### config.mk
export PLATFORM = sky130hd
export DESIGN_NAME = oled_frame_arbiter
export DESIGN_NICKNAME = d
export VERILOG_FILES = /design/src/rtl/oled_frame_arbiter.sv
export SDC_FILE = /design/constraint.sdc
export NUM_CORES = 1
export LEC_CHECK = 0
export CAP_MARGIN = 20
export CORE_AREA = 2 2 41 43
export CTS_CLUSTER_DIAMETER = 50
export CTS_CLUSTER_SIZE = 12
export DETAILED_ROUTE_END_ITERATION = 6
export DIE_AREA = 0 0 43 45
export GPL_ROUTABILITY_DRIVEN = 0
export PLACE_DENSITY_LB_ADDON = 0.05
export SLEW_MARGIN = 20
export SYNTH_ARGS = -nofsm -noshare
export SYNTH_HDL_FRONTEND = slang
export SYNTH_SLANG_ARGS = --single-unit
### constraint.sdc
create_clock -name clk_in -period 2.8 [get_ports clk_in]
set_input_delay 0.56 -clock clk_in [delete_from_list [all_inputs] [get_ports clk_in]]
set_output_delay 0.56 -clock clk_in [all_outputs]
set_load 0.01 [all_outputs]
### src/rtl/oled_frame_arbiter.sv
`default_nettype none
// ============================================================================
// Module   : oled_frame_arbiter
// Function : Frame-granular round-robin arbiter sharing one OLED driver port
//            between an init/command sequencer (0) and a data streamer (1).
//            Optional watchdog release: define OLED_ARB_WATCHDOG_EN.
// Revision : 1.0
// ============================================================================
module oled_frame_arbiter #(
    parameter int TIMEOUT_CYCLES = 65535
) (
    input  logic       clk_in,
    input  logic       reset_n_in,
    input  logic       req0_in,
    input  logic       req1_in,
    input  logic [7:0] data0_in,
    input  logic [7:0] data1_in,
    input  logic       write_stb0_in,
    input  logic       write_stb1_in,
    input  logic       sync_stb0_in,
    input  logic       sync_stb1_in,
    output logic       grant0_out,
    output logic       grant1_out,
    output logic       ready0_out,
    output logic       ready1_out,
    output logic [7:0] oled_data_out,
    output logic       oled_write_stb_out,
    output logic       oled_sync_stb_out,
    input  logic       oled_ready_in
`ifdef OLED_ARB_WATCHDOG_EN
    ,
    output logic       timeout_out
`endif
);

    typedef enum logic [2:0] {
        S_IDLE      = 3'd0,
        S_GRANT0    = 3'd1,
        S_GRANT1    = 3'd2,
        S_SYNC_BUSY = 3'd3,
        S_SYNC_DONE = 3'd4
    } state_t;

    state_t state;
    state_t state_nxt;

    // High when requester 1 held the port last; resets high so requester 0 wins first.
    logic   last_grant;
    logic   last_grant_nxt;

    logic   in_grant;
    logic   own_req;
    logic   own_write;
    logic   own_sync;
    logic   own_strobe;
    logic   watchdog_fire;

    assign in_grant   = (state == S_GRANT0) || (state == S_GRANT1);
    assign own_req    = ((state == S_GRANT0) && req0_in)       || ((state == S_GRANT1) && req1_in);
    assign own_write  = ((state == S_GRANT0) && write_stb0_in) || ((state == S_GRANT1) && write_stb1_in);
    assign own_sync   = ((state == S_GRANT0) && sync_stb0_in)  || ((state == S_GRANT1) && sync_stb1_in);
    assign own_strobe = own_write || own_sync;

`ifdef OLED_ARB_WATCHDOG_EN
    localparam int WD_W = (TIMEOUT_CYCLES < 1) ? 1 : $clog2(TIMEOUT_CYCLES + 1);
    localparam logic [WD_W-1:0] WD_MAX  = WD_W'(TIMEOUT_CYCLES);
    localparam logic [WD_W-1:0] WD_LAST = WD_W'(TIMEOUT_CYCLES - 1);

    logic [WD_W-1:0] wd_cnt;

    // Held at zero while idle so every new grant starts from a clean count.
    always_ff @(posedge clk_in or negedge reset_n_in) begin
        if (!reset_n_in) begin
            wd_cnt <= '0;
        end else if (!in_grant || own_strobe) begin
            wd_cnt <= '0;
        end else if (wd_cnt != WD_MAX) begin
            wd_cnt <= wd_cnt + 1'b1;
        end
    end

    // Fires in the last silent cycle so the grant drops on the following edge.
    assign watchdog_fire = in_grant && !own_strobe && (wd_cnt >= WD_LAST);
    assign timeout_out   = watchdog_fire;
`else
    assign watchdog_fire = 1'b0;
`endif

    always_ff @(posedge clk_in or negedge reset_n_in) begin
        if (!reset_n_in) begin
            state      <= S_IDLE;
            last_grant <= 1'b1;
        end else begin
            state      <= state_nxt;
            last_grant <= last_grant_nxt;
        end
    end

    always_comb begin
        state_nxt          = state;
        last_grant_nxt     = last_grant;
        grant0_out         = 1'b0;
        grant1_out         = 1'b0;
        ready0_out         = 1'b0;
        ready1_out         = 1'b0;
        oled_data_out      = 8'h00;
        oled_write_stb_out = 1'b0;
        oled_sync_stb_out  = 1'b0;

        case (state)
            S_IDLE: begin
                if (oled_ready_in) begin
                    if (req0_in && (!req1_in || last_grant)) begin
                        state_nxt = S_GRANT0;
                    end else if (req1_in) begin
                        state_nxt = S_GRANT1;
                    end
                end
            end
            S_GRANT0, S_GRANT1: begin
                if (own_sync) begin
                    state_nxt      = S_SYNC_BUSY;
                    last_grant_nxt = (state == S_GRANT1);
                end else if (watchdog_fire) begin
                    state_nxt      = S_IDLE;
                    last_grant_nxt = (state == S_GRANT1);
                end else if (!own_req && oled_ready_in && !own_write) begin
                    state_nxt      = S_IDLE;
                    last_grant_nxt = (state == S_GRANT1);
                end
            end
            S_SYNC_BUSY: begin
                if (!oled_ready_in) begin
                    state_nxt = S_SYNC_DONE;
                end
            end
            S_SYNC_DONE: begin
                if (oled_ready_in) begin
                    state_nxt = S_IDLE;
                end
            end
            default: begin
                state_nxt = S_IDLE;
            end
        endcase

        if (state == S_GRANT0) begin
            grant0_out         = 1'b1;
            ready0_out         = oled_ready_in;
            oled_data_out      = data0_in;
            oled_write_stb_out = write_stb0_in;
            oled_sync_stb_out  = sync_stb0_in;
        end else if (state == S_GRANT1) begin
            grant1_out         = 1'b1;
            ready1_out         = oled_ready_in;
            oled_data_out      = data1_in;
            oled_write_stb_out = write_stb1_in;
            oled_sync_stb_out  = sync_stb1_in;
        end
    end

endmodule
`default_nettype wire

==> results of run 1 <==
-- worst max-delay path, cell delays in order, from the launching register on --
cell,delay [ps]
dfrtp_1,540
and2b_2,300
nor2b_1,130
buf_4,180
a22o_1,190
clkdlybuf4s50_1,470
-- cell usage in the layout, fill, tap and decap left out, drive strengths merged --
cell type	instances
nand2	2
nor4	1
nor3	1
a31oi	1
and2b	2
mux2i	1
a2bb2oi	1
buf	2
a221oi	2
clkbuf	4
a22o	8
nor2b	1
nor2	6
mux2	1
a21oi	5
nand3b	2
dfrtp	3
o21ai	4
inv	4
nor3b	2
dfstp	1
clkdlybuf4s50	38
a22oi	2
a21o	1
-- logic make-up after synthesis --
logic type | synth area share
AO/OA/AOI/OAI | 0.4071
AND/OR/NAND/NOR | 0.2295
buffers and inverters | 0.09562
flip-flops | 0.2213
multiplexers | 0.04645
-- layer usage --
metal / GRT usage / part of all wire / wire, um / up-vias
met3: 0.06000 / 0.13 / 198 / 2
met2: 0.2970 / 0.48 / 700 / 33
met5: 0 / 0 / 0 / -
met4: 0.05455 / 0.0095 / 14 / 0
li1: - / - / - / 288
met1: 0.1753 / 0.38 / 559 / 253
-- path summary, 6_finish.rpt --
| check | from | to | cells after the start |
|---|---|---|---|
| setup / recovery | state[0]$_DFFE_PN0P_ | oled_data_out[6] | 5 |
| hold / removal | last_grant$_DFFE_PN1P_ | last_grant$_DFFE_PN1P_ | 2 |
| setup reg to reg | state[0]$_DFFE_PN0P_ | state[1]$_DFFE_PN0P_ | 5 |
| hold reg to reg | last_grant$_DFFE_PN1P_ | last_grant$_DFFE_PN1P_ | 2 |
| max in group asynchronous | reset_n_in | last_grant$_DFFE_PN1P_ | 1 |
| min in group asynchronous | reset_n_in | state[2]$_DFFE_PN0P_ | 1 |
-- metrics by stage --
step / util / std cells / setup WS [ps]
final: 0.5918 / 111 / 199.0
after global routing: 0.5918 / 111 / 90.01
after CTS: 0.5918 / 111 / 207.6
after detailed placement: 0.5740 / 107 / 282.7
after global placement: 0.5740 / 107 / 278.7
after floorplan: - / 55 / 1039
-- cell type report --
type / count / area [um^2]
clock buffer: 4 / 26.28
fill: 133 / 600.6
inverter: 4 / 15.01
multi-input combinational: 43 / 312.8
sequential: 4 / 101.3
tap: 16 / 20.02
timing repair buffer: 40 / 395.4
-- power groups by stage --
stage	registers [mW]	logic (mW)	clock network [mW]
3_3_place_gp	0.135	0.640	0
4_1_cts	0.134	0.641	0.0800
3_5_place_dp	0.135	0.640	0
6_report	0.136	0.636	0.0783
5_1_grt	0.141	0.691	0.0901
2_1_floorplan	0.104	0.408	0
-- flip-flops by register name (all words and copies together) (netlist names) --
register    flops
state           3
last_grant      1
==> impl_metrics.env, run 1 <==
export IMPL_cts_resized=0
export IMPL_drv_cap=0
export IMPL_routed_wl_um=1472
export IMPL_synth_most_common_cell="a22o_1"
export IMPL_via_per_inst=5.189
export IMPL_critPathArrivalTime_ps=2040
export IMPL_seqPwrFrac=0.160
export IMPL_rsz0062_at_grt="no"
export IMPL_cp_end_kind="output pin"
export IMPL_fin_skew_ps=6.703
export IMPL_ys_seq_area_frac=0.2213
export IMPL_synth_nets=80
export IMPL_pin_count=39
export IMPL_num_vias=576
export IMPL_total_power_mw=0.8502
export IMPL_nets=121
export IMPL_startpoint_type="flip-flop"
export IMPL_critical_path_class="flip-flop to output pin"
export IMPL_share_comb_of_total_power=0.748
export IMPL_numCtsBuffers=3
export IMPL_hold_viol=0
export IMPL_status="completed"
export IMPL_ir_drop_mv=0.4568
export IMPL_start_util=0.3112
export IMPL_powerDensity_nw_per_um2=976.3
export IMPL_layout_drive_gt1_share=0.1263
export IMPL_holdWs_ps=509.5
export IMPL_syn_cell_area_um2=457.9
export IMPL_p_int_mw=0.5048
export IMPL_die_area_um2=1935
export IMPL_synthTopCellsByArea="dfrtp_1 (16%), a22o_1 (15%), a221oi_2 (6.6%)"
export IMPL_diodes=0
export IMPL_swShare=0.4063
export IMPL_syn_instance_count=55
export IMPL_grt_max_degree=13
export IMPL_synthArstFlopShare=1.000
export IMPL_design_area_um2=870.8
export IMPL_port_buffers=38
export IMPL_synth_top_area_frac=0.1639
export IMPL_worst_pin_slew_ps=435.5
export IMPL_wl_per_cell_um=13.26
export IMPL_syn2layout_area_growth_pct=90.16
export IMPL_clockBufferDepth=2
export IMPL_synth_seq_cells=4
export IMPL_clk_insertion_delay_late_ps=240
export IMPL_maxSlewHeadroom=0.7097
export IMPL_p_clk_frac=0.092
export IMPL_place_hpwl_um=1201
export IMPL_fp_dieH_um=45
export IMPL_clkTransAtPathRegs_ps=30
export IMPL_drc=0
export IMPL_grt_pass1_wl_um=2387
export IMPL_cts_tree="done"
export IMPL_max_freq_mhz=384.5
export IMPL_rows=14
export IMPL_post_cts_setup_buffers=0
export IMPL_avgSynthCellArea_um2=8.326
export IMPL_yosysTopAreaCell="dfrtp_1"
export IMPL_p_leak_nw=0.3533
export IMPL_ant_nets=0
export IMPL_drt_pass1_iterations=4
export IMPL_die_w_um=43
export IMPL_drtIter0Drc=8
export IMPL_setup_tns_ps=0
export IMPL_yosys_top_cells_count="a22o_1 (8), nor2_1 (6), a21oi_1 (4), inv_1 (4), o21ai_0 (4)"
export IMPL_synth_warnings=0
export IMPL_setup_viol=0
export IMPL_cts_max_level=1
export IMPL_fin_crit_ps=2601
export IMPL_cts_root_buf="clkbuf_4"
export IMPL_r2r_slack_ps=1130
export IMPL_grt_overflow=0
export IMPL_cp_data_required_time_ps=2240
export IMPL_synth_ff_type="dfrtp_1"
export IMPL_core_um2=1471
export IMPL_hp_class="flip-flop to flip-flop"
export IMPL_track_usage=0.1629
export IMPL_clock_sinks=4
export IMPL_synth_edf_count=0
export IMPL_post_dp_cell_area_um2=844.6
export IMPL_power_switching_mw=0.3455
export IMPL_antenna_found_initial=0
export IMPL_synthDistinctLibCells=27
export IMPL_fin_crit_sh=0.9289
export IMPL_grt_pass1_vias=528
export IMPL_cp_max_fo=12
export IMPL_drv_slew=0
export IMPL_hold_buffers=0
No activity file was read; power rests on OpenSTA's default activity.
==> inputs of run 2 (changes only) <==
--- a/config.mk
+++ b/config.mk
@@ -6,12 +6,13 @@
 export NUM_CORES = 1
 export LEC_CHECK = 0
 export CAP_MARGIN = 20
-export CORE_AREA = 2 2 41 43
+export CORE_AREA = 5 5 44 46
 export CTS_CLUSTER_DIAMETER = 50
 export CTS_CLUSTER_SIZE = 12
 export DETAILED_ROUTE_END_ITERATION = 6
-export DIE_AREA = 0 0 43 45
+export DIE_AREA = 0 0 49 51
 export GPL_ROUTABILITY_DRIVEN = 0
+export GPL_TIMING_DRIVEN = 0
 export PLACE_DENSITY_LB_ADDON = 0.05
 export SLEW_MARGIN = 20
 export SYNTH_ARGS = -nofsm -noshare
==> run 2 against run 1 <==
Compared with the run above:
- power up 1.5%
- final cell count up 1.8%
- via count is 1.2% higher
- first-iteration DRC count is 75% higher
- cell area grew 1.6%
- critical path depth down 1
- clock power down 3.3%
- wire length is 7.9% higher
- fmax increased by 2.9%
- die area increased by 29%
- clock skew increased by 1.7 ps
- non-clock buffer count is 2 higher
==> impl_metrics.env, run 2 (synthesis gave the netlist of run 1 again) <==
export IMPL_cts_resized=0
export IMPL_grt_max_degree=11
export IMPL_drtIter0Drc=14
export IMPL_hp_class="input pin to asynchronous set/reset pin"
export IMPL_seqPwrFrac=0.125
export IMPL_diodes=0
export IMPL_fin_crit_sh=0.9029
export IMPL_largestRegisters="state x3, last_grant x1"
export IMPL_p_int_mw=0.5169
export IMPL_clockBufferDepth=2
export IMPL_wl_per_cell_um=14.06
export IMPL_worstPathCellList="clkdlybuf4s50_1 -> inv_1 -> nor2_1 -> clkdlybuf4s50_1"
export IMPL_layout_drive_gt1_share=0.1443
export IMPL_rows=14
export IMPL_grt_pass1_wl_um=2518
export IMPL_cpMostUsedCell="clkdlybuf4s50_1"
export IMPL_fin_skew_ps=8.368
export IMPL_layout_commonest_cell="clkdlybuf4s50_1"
export IMPL_worst_pin_slew_ps=390.8
export IMPL_critPathTopFamily="buffers and inverters"
export IMPL_drt_pass1_iterations=4
export IMPL_ant_nets=0
export IMPL_start_util=0.3112
export IMPL_powerDensity_nw_per_um2=975.3
export IMPL_setup_viol=0
export IMPL_drv_slew=0
export IMPL_finalWorstSetupSlack_ps=271.9
export IMPL_p_clk_frac=0.088
export IMPL_post_cts_setup_buffers=0
export IMPL_power_switching_mw=0.3459
export IMPL_routed_wl_um=1589
export IMPL_cts_tree="done"
export IMPL_die_w_um=49
export IMPL_rsz0062_at_grt="no"
export IMPL_numCtsBuffers=3
export IMPL_grt_pass1_vias=549
export IMPL_startpoint_type="input pin"
export IMPL_clkTransAtPathRegs_ps=40
export IMPL_ir_drop_mv=0.4984
export IMPL_port_buffers=38
export IMPL_core_um2=1471
export IMPL_grt_overflow=0
export IMPL_antenna_found_initial=0
export IMPL_p_leak_nw=0.3644
export IMPL_cp_end_kind="output pin"
export IMPL_fin_crit_ps=2528
export IMPL_syn2layout_area_growth_pct=93.17
export IMPL_drv_cap=0
export IMPL_share_comb_of_total_power=0.787
export IMPL_cts_root_buf="clkbuf_4"
export IMPL_via_per_inst=5.159
export IMPL_slowest_stage="clkdlybuf4s50_1"
export IMPL_clock_sinks=4
export IMPL_top_register="state"
export IMPL_cts_max_level=1
export IMPL_cpPeakStageDelay_ps=600
export IMPL_hold_buffers=0
export IMPL_cp_max_fo=6
export IMPL_pin_count=39
export IMPL_layout_common_cells="clkdlybuf4s50_1 (38), a22o_1 (8), nor2_1 (6)"
export IMPL_holdWs_ps=517.5
export IMPL_path_buf_inv=3
export IMPL_die_area_um2=2499
export IMPL_maxSlewHeadroom=0.7392
export IMPL_cp_data_required_time_ps=2240
export IMPL_status="completed"
export IMPL_clk_insertion_delay_late_ps=230
export IMPL_place_hpwl_um=1362
export IMPL_critPathArrivalTime_ps=1970
export IMPL_nets=123
export IMPL_largest_reg_flops=3
export IMPL_setup_tns_ps=0
export IMPL_drc=0
export IMPL_hold_viol=0
export IMPL_track_usage=0.1261
export IMPL_fp_dieH_um=51
export IMPL_total_power_mw=0.8627
export IMPL_num_vias=583
export IMPL_max_freq_mhz=395.6
export IMPL_critical_path_class="input pin to output pin"
export IMPL_swShare=0.4009
export IMPL_pre_cts_slack_ps=255.2
==> run 2: worst reg2reg max path: cells and delay by family, from the launching register on <==
| family | cells | cell delay, ps |
|---|---|---|
| compound gates | 4 | 750 |
| flops | 1 | 380 |
| simple gates | 1 | 260 |
==> run 2: area by class of cell <==
| cell class | count | area (um^2) |
|---|---|---|
| fill | 143 | 586.8 |
| timing repair buffer | 38 | 380.4 |
| multi-input combinational | 43 | 312.8 |
| sequential | 4 | 101.3 |
| buffer | 4 | 28.78 |
| clock buffer | 4 | 26.28 |
| tap | 16 | 20.02 |
| inverter | 4 | 15.01 |
==> run 2: stage by stage <==
step                      instance area, um^2    util  std cells
final                                   884.6  0.6012        113
after floorplan                         457.9       -         55
after global routing                    884.6  0.6012        113
after detailed placement                858.3  0.5833        109
after CTS                               884.6  0.6012        113
after global placement                  858.3  0.5833        109
==> run 2: power groups by stage <==
| stage | Combinational [mW] | Sequential (mW) | Clock [mW] |
|---|---|---|---|
| finish | 0.679 | 0.108 | 0.0757 |
| global route | 0.733 | 0.111 | 0.0869 |
| CTS | 0.688 | 0.108 | 0.0788 |
| detailed placement | 0.686 | 0.109 | 0 |
| global placement | 0.685 | 0.109 | 0 |
| floorplan | 0.408 | 0.104 | 0 |
==> run 2: path summary, 6_finish.rpt <==
kind	to	cells after the start	from	slack [ps]
setup / recovery	ready0_out	4	oled_ready_in	270
hold / removal	state[0]$_DFFE_PN0P_	1	reset_n_in	520
setup reg to reg	state[1]$_DFFE_PN0P_	5	state[1]$_DFFE_PN0P_	1320
hold reg to reg	last_grant$_DFFE_PN1P_	2	last_grant$_DFFE_PN1P_	520
max in group asynchronous	last_grant$_DFFE_PN1P_	1	reset_n_in	2030
min in group clk_in	last_grant$_DFFE_PN1P_	2	last_grant$_DFFE_PN1P_	520
==> run 2: metal layers <==
metal,wire length (um),track usage,part of all wire
met5,0,0,0
met2,743,0.2174,0.47
met1,732,0.1552,0.46
met4,0,0.01345,0
met3,113,0.04651,0.071
